## config.mk

```make
export PLATFORM = sky130hd
export DESIGN_NAME = inst_prefetch_queue
export DESIGN_NICKNAME = d
export VERILOG_FILES = /design/src/rtl/inst_prefetch_queue.sv
export SDC_FILE = /design/constraint.sdc
export NUM_CORES = 1
export LEC_CHECK = 0
export ABC_AREA = 1
export ABC_CLOCK_PERIOD_IN_PS = 6400
export BUFFER_PORTS_ARGS = -buffer_cell sky130_fd_sc_hd__buf_2
export CAP_MARGIN = 20
export CORE_MARGIN = 8
export CORE_UTILIZATION = 50
export CTS_CLUSTER_SIZE = 16
export DETAILED_ROUTE_END_ITERATION = 12
export PLACE_DENSITY = 0.71
export SYNTH_ARGS = -nofsm -noshare
export SYNTH_HDL_FRONTEND = slang
export SYNTH_SLANG_ARGS = --single-unit
```

## constraint.sdc

```tcl
create_clock -name clk -period 6.4 [get_ports clk]
set_input_delay 0.32 -clock clk [delete_from_list [all_inputs] [get_ports clk]]
set_output_delay 0.32 -clock clk [all_outputs]
set_load 0.02 [all_outputs]
```

## src/rtl/inst_prefetch_queue.sv

```systemverilog
// Instruction prefetch queue: owns the fetch PC, buffers returned words
// with their PCs, and flushes/refetches on a branch or jump redirect.
module inst_prefetch_queue #(
    parameter int unsigned DEPTH    = 4,
    parameter logic [31:0] RESET_PC = 32'h0000_0000
) (
    input  logic                      clk,
    input  logic                      rst_n,
    output logic [31:0]               memAdr,
    input  logic [31:0]               memInst,
    input  logic                      memReady,
    output logic [31:0]               instOut,
    output logic [31:0]               pcOut,
    output logic                      instValid,
    input  logic                      deqReady,
    input  logic                      redirect,
    input  logic [31:0]               redirectPc,
    output logic [$clog2(DEPTH):0]    count
);

    localparam int unsigned AW = $clog2(DEPTH);
    localparam int unsigned CW = AW + 1;
    localparam logic [CW-1:0] FULL = CW'(DEPTH);

    logic [31:0]   fpc;
    logic [31:0]   inst_mem [DEPTH];
    logic [31:0]   pc_mem   [DEPTH];
    logic [AW-1:0] rd_ptr;
    logic [AW-1:0] wr_ptr;
    logic [CW-1:0] occ;
    logic          deq;
    logic          enq;

    assign instValid = (occ != '0);
    assign deq       = instValid & deqReady;
    // A full queue still accepts a fetch when the head leaves this cycle.
    assign enq       = memReady & ~redirect & ((occ < FULL) | deq);

    always_ff @(posedge clk or negedge rst_n) begin
        if (!rst_n) begin
            fpc    <= RESET_PC;
            rd_ptr <= '0;
            wr_ptr <= '0;
            occ    <= '0;
        end else if (redirect) begin
            fpc    <= {redirectPc[31:2], 2'b00};
            rd_ptr <= '0;
            wr_ptr <= '0;
            occ    <= '0;
        end else begin
            if (enq) begin
                wr_ptr <= wr_ptr + 1'b1;
                fpc    <= fpc + 32'd4;
            end
            if (deq) begin
                rd_ptr <= rd_ptr + 1'b1;
            end
            case ({enq, deq})
                2'b10:   occ <= occ + 1'b1;
                2'b01:   occ <= occ - 1'b1;
                default: occ <= occ;
            endcase
        end
    end

    // Storage needs no reset; occupancy gates every read.
    always_ff @(posedge clk) begin
        if (enq) begin
            inst_mem[wr_ptr] <= memInst;
            pc_mem[wr_ptr]   <= fpc;
        end
    end

    assign memAdr  = fpc;
    assign count   = occ;
    assign instOut = instValid ? inst_mem[rd_ptr] : 32'h0;
    assign pcOut   = instValid ? pc_mem[rd_ptr]   : 32'h0;

endmodule

```

==> impl_summary.txt <==
----------------------------------------------------
[Outcome]
  Outcome ... finished clean

[Global routing]
  Leftover overflow at the end of global routing ... 0
  First-pass GRT wire length ... 45.0 mm
  Most utilized layer in the global route result ... met2
  GRT met2 Usage ... 0.326
  Met3 global-route usage ... 0.0311
  Maximum number of pins on one net before global-route repair ... 85
  Initial antenna violation count ... 0
  Met1 layer usage reported by global route ... 0.257
  Number of global-route vias before repair ... 8525
  Total global-route track usage ... 0.193

[Setup path]
  Max stage delay on crit path ... 0.72 ns
  Crit-path max FO ... 84
  Slowest library cell on the worst path ... buf_4
  Setup crit end kind ... output pin
  Type of the worst setup path ... flip-flop to output pin
  CP startpoint kind ... flip-flop
  Required time reported for the critical path endpoint ... 6.08 ns
  Arrival time at the worst endpoint ... 3.15 ns
  Buffers plus inverters on the worst setup path ... 3
  Largest delay contributor family on the critical path ... buffers and inverters
  Cell-by-cell listing of the critical path ... clkinv_2, buf_4, o21ai_0, a21oi_1, buf_2

[Final layout]
  Share of layout cells above drive strength 1 ... 0.169
  N_diodes ... 0
  # nets final ... 1393
  Area grow syn2layout ... 18.2%
  Area of all placed cells without fillers ... 14400 µm²
  Layout fillers ... 1972

[Route]
  Via count normalized by instance count ... 5.20
  Number of antenna-violating nets in the routed design ... 0
  Total routed wirelength ... 28.8 mm
  Number of vias in the routed layout ... 8660
  Total DRC errors in the routed layout ... 0
  Count of TritonRoute iterations in the first routing pass ... 5
  Drt wl/cell ... 17.3 µm
  Starting DRT DRC Count ... 702

[Power]
  Internal power consumption ... 3.46 mW
  Power Density ... 372 nW/µm²
  Switching component of the power ... 1.91 mW
  Portion of total power attributed to combinational logic ... 0.294
  Worst-case vdd ir drop ... 0.000218 V
  Leakage ... 5.55 nW
  Net switching share of the total power ... 0.355
  Fraction of power consumed by sequential logic ... 0.426
  Clock group share of total power ... 0.280

[STA]
  Fin crit period ... 3.47 ns
  Final-layout setup total negative slack ... 0 ns
  Skew final ... 0.00612 ns
  Max Clk Rate ... 0.288 GHz
  Setup-failing EPs final ... 0
  Transition time at the pin with the least slew margin ... 0.984 ns
  Final-report max-slew violation count ... 0
  Unrepaired setup endpoints after global routing ... false
  Count of final hold-check violations ... 0
  Relative max-transition margin ... 0.344
  Final worst-path cycle share ... 0.542

[Floorplan]
  Core region area ... 24200 µm²
  Die footprint ... 29700 µm²
  Initial standard-cell utilization of the core ... 0.505
  Die Width ... 172 µm
  Number of rows in the core area ... 57
  I/O Pins ... 169
  Die boundary height ... 172 µm

[Synthesis]
  Top-count cell post-synth ... nor2_1
  Biggest area consumer among synthesized cells ... edfxtp_1
  Portion of the post-synthesis area used by sequential elements ... 0.686
  Largest cells by area after synthesis ... edfxtp_1 61%, nor2_1 8.8%, dfrtp_1 7.6%
  Seq cells post-synth ... 285
  EDFF count, synth ... 248
  Number of distinct library cells after synthesis ... 29
  Count of warnings emitted by yosys ... 0
  Prevailing post-synth register cell ... edfxtp_1
  Share of async-settable or async-resettable flops after synthesis ... 0.130
  Leading post-synthesis cells by instance count ... 286 x nor2_1, 248 x edfxtp_1, 155 x nand2_1, 141 x o21ai_0, 65 x a21oi_1
  Area share of the largest cell type after synthesis ... 0.610
  Synthesized area ... 12200 µm²
  Synthesized instance count ... 1137
  Post-Syn Area per Cell ... 10.7 µm²

[Min path]
  Class of the tightest hold or removal check ... primary input to flip-flop

[Placement]
  Post-placement cell area ... 13200 µm²
  Gpl congestion ... 0.852
  Sum of net half-perimeters after detailed placement ... 16.5 mm
  Count of buffers from port buffering ... 162

[Job]
  # Max-Cap Violations ... 0

[Clock tree]
  H-tree level count ... 1
  Clk slew on worst S/H paths ... 0.06 ns
  Root Buffer Master ... clkbuf_16
  CTS tree ... yes
  Clock sinks ... 285
  Skew-Pair Late Insertion Delay ... 0.53 ns
  Number of buffers inserted during clock tree synthesis ... 29
  Longest Clk Path Bufs ... 3

----------------------------------------------------
==> flip-flops by register name (all words and copies together) (netlist names) <==
signal and count:
inst_mem 128, pc_mem 120, memAdr 30, count 3
rd_ptr 2, wr_ptr 2
==> cell type report <==
class	count	area [µm²]	share of cell area
multi-input cells	744	3380	0.234
clock inverters	12	60.1	0.00416
repair buffers	206	1230	0.0852
clock buffers	42	785	0.0544
inverters	52	196	0.0136
well taps	324	405	0.0281
flip-flops and latches	285	8380	0.581
==> power groups by stage <==
stage                     combinational (mW)  sequential [mW]  clock, mW
after floorplan                         1.01             2.31          0
after global placement                  1.56             2.32          0
after detailed placement                1.58             2.33          0
after CTS                               1.60             2.29       1.53
after global routing                    1.72             2.30       1.61
final                                   1.58             2.29       1.50
==> placed cells by master (no fill, tap or decap), drive strengths merged <==
cell type	n
o21ai	141
dlygate4sd3	35
nand3	46
xor2	4
o211ai	3
clkinv	11
fa	1
nor2	295
dfrtp	37
o221ai	1
xnor2	3
edfxtp	248
clkinvlp	1
clkbuf	42
inv	52
a21oi	65
ha	5
buf	171
nand2	159
o21bai	13
a31oi	1
conb	4
and2	3
==> repair_timing <==
action / 4_1_cts / 5_1_grt
hold buffers: 35 / 0
endpoints found under the setup margin: 0 / 0
buffers inserted: 0 / 0
hold endpoints to repair: 159 / 0
gates resized for setup: 0 / 0
==> through the flow <==
step / setup WS (ns) / util / std cells / power, mW / hold WS (ns)
CTS: 2.86 / 0.597 / 1665 / 5.41 / 0.000421
detailed placement: 2.86 / 0.547 / 1576 / 3.90 / 0.493
floorplan: 2.38 / - / 1140 / 3.33 / 0.0244
global route: 2.68 / 0.597 / 1665 / 5.64 / 0.00946
global placement: 2.93 / 0.547 / 1576 / 3.88 / 0.498
finish: 2.93 / 0.597 / 1665 / 5.37 / 0.0218
==> metal layers <==
layer	vias up	wire length [µm]
met5	-	0
met4	0	505
met3	39	1910
met2	284	13700
met1	4110	12700
li1	4227	-
==> path summary, 6_finish.rpt <==
check,from,end,slack (ns),depth (start not counted)
worst min register to register,count[1]$_DFFE_PN0P_,count[1]$_DFFE_PN0P_,0.57,2
max in group asynchronous,rst_n,rd_ptr[0]$_DFFE_PN0P_,5.28,2
worst max register to register,count[2]$_DFFE_PN0P_,pc_mem[0][27]$_DFFE_PP_,3.34,4
worst max-delay path,rd_ptr[0]$_DFFE_PN0P_,pcOut[13],2.93,5
min in group asynchronous,rst_n,memAdr[4]$_DFFE_PN0N_,0.45,2
worst min-delay path,redirectPc[12],memAdr[12]$_DFFE_PN0N_,0.02,3
==> logic make-up after synthesis <==
logic type,after synthesis,synth area share
compound gates,224,0.0955
simple gates,503,0.166
fa+ha+maj,6,0.00676
xor+xnor,7,0.00502
other cells,1,0.000307
buf+inv,111,0.0411
flops,285,0.686
==> worst min-delay path, cell delays in order <==
cell	delay [ns]
buf_2	0.08
nand2_1	0.05
nand3_1	0.07
(Power assumes the default switching activity.)
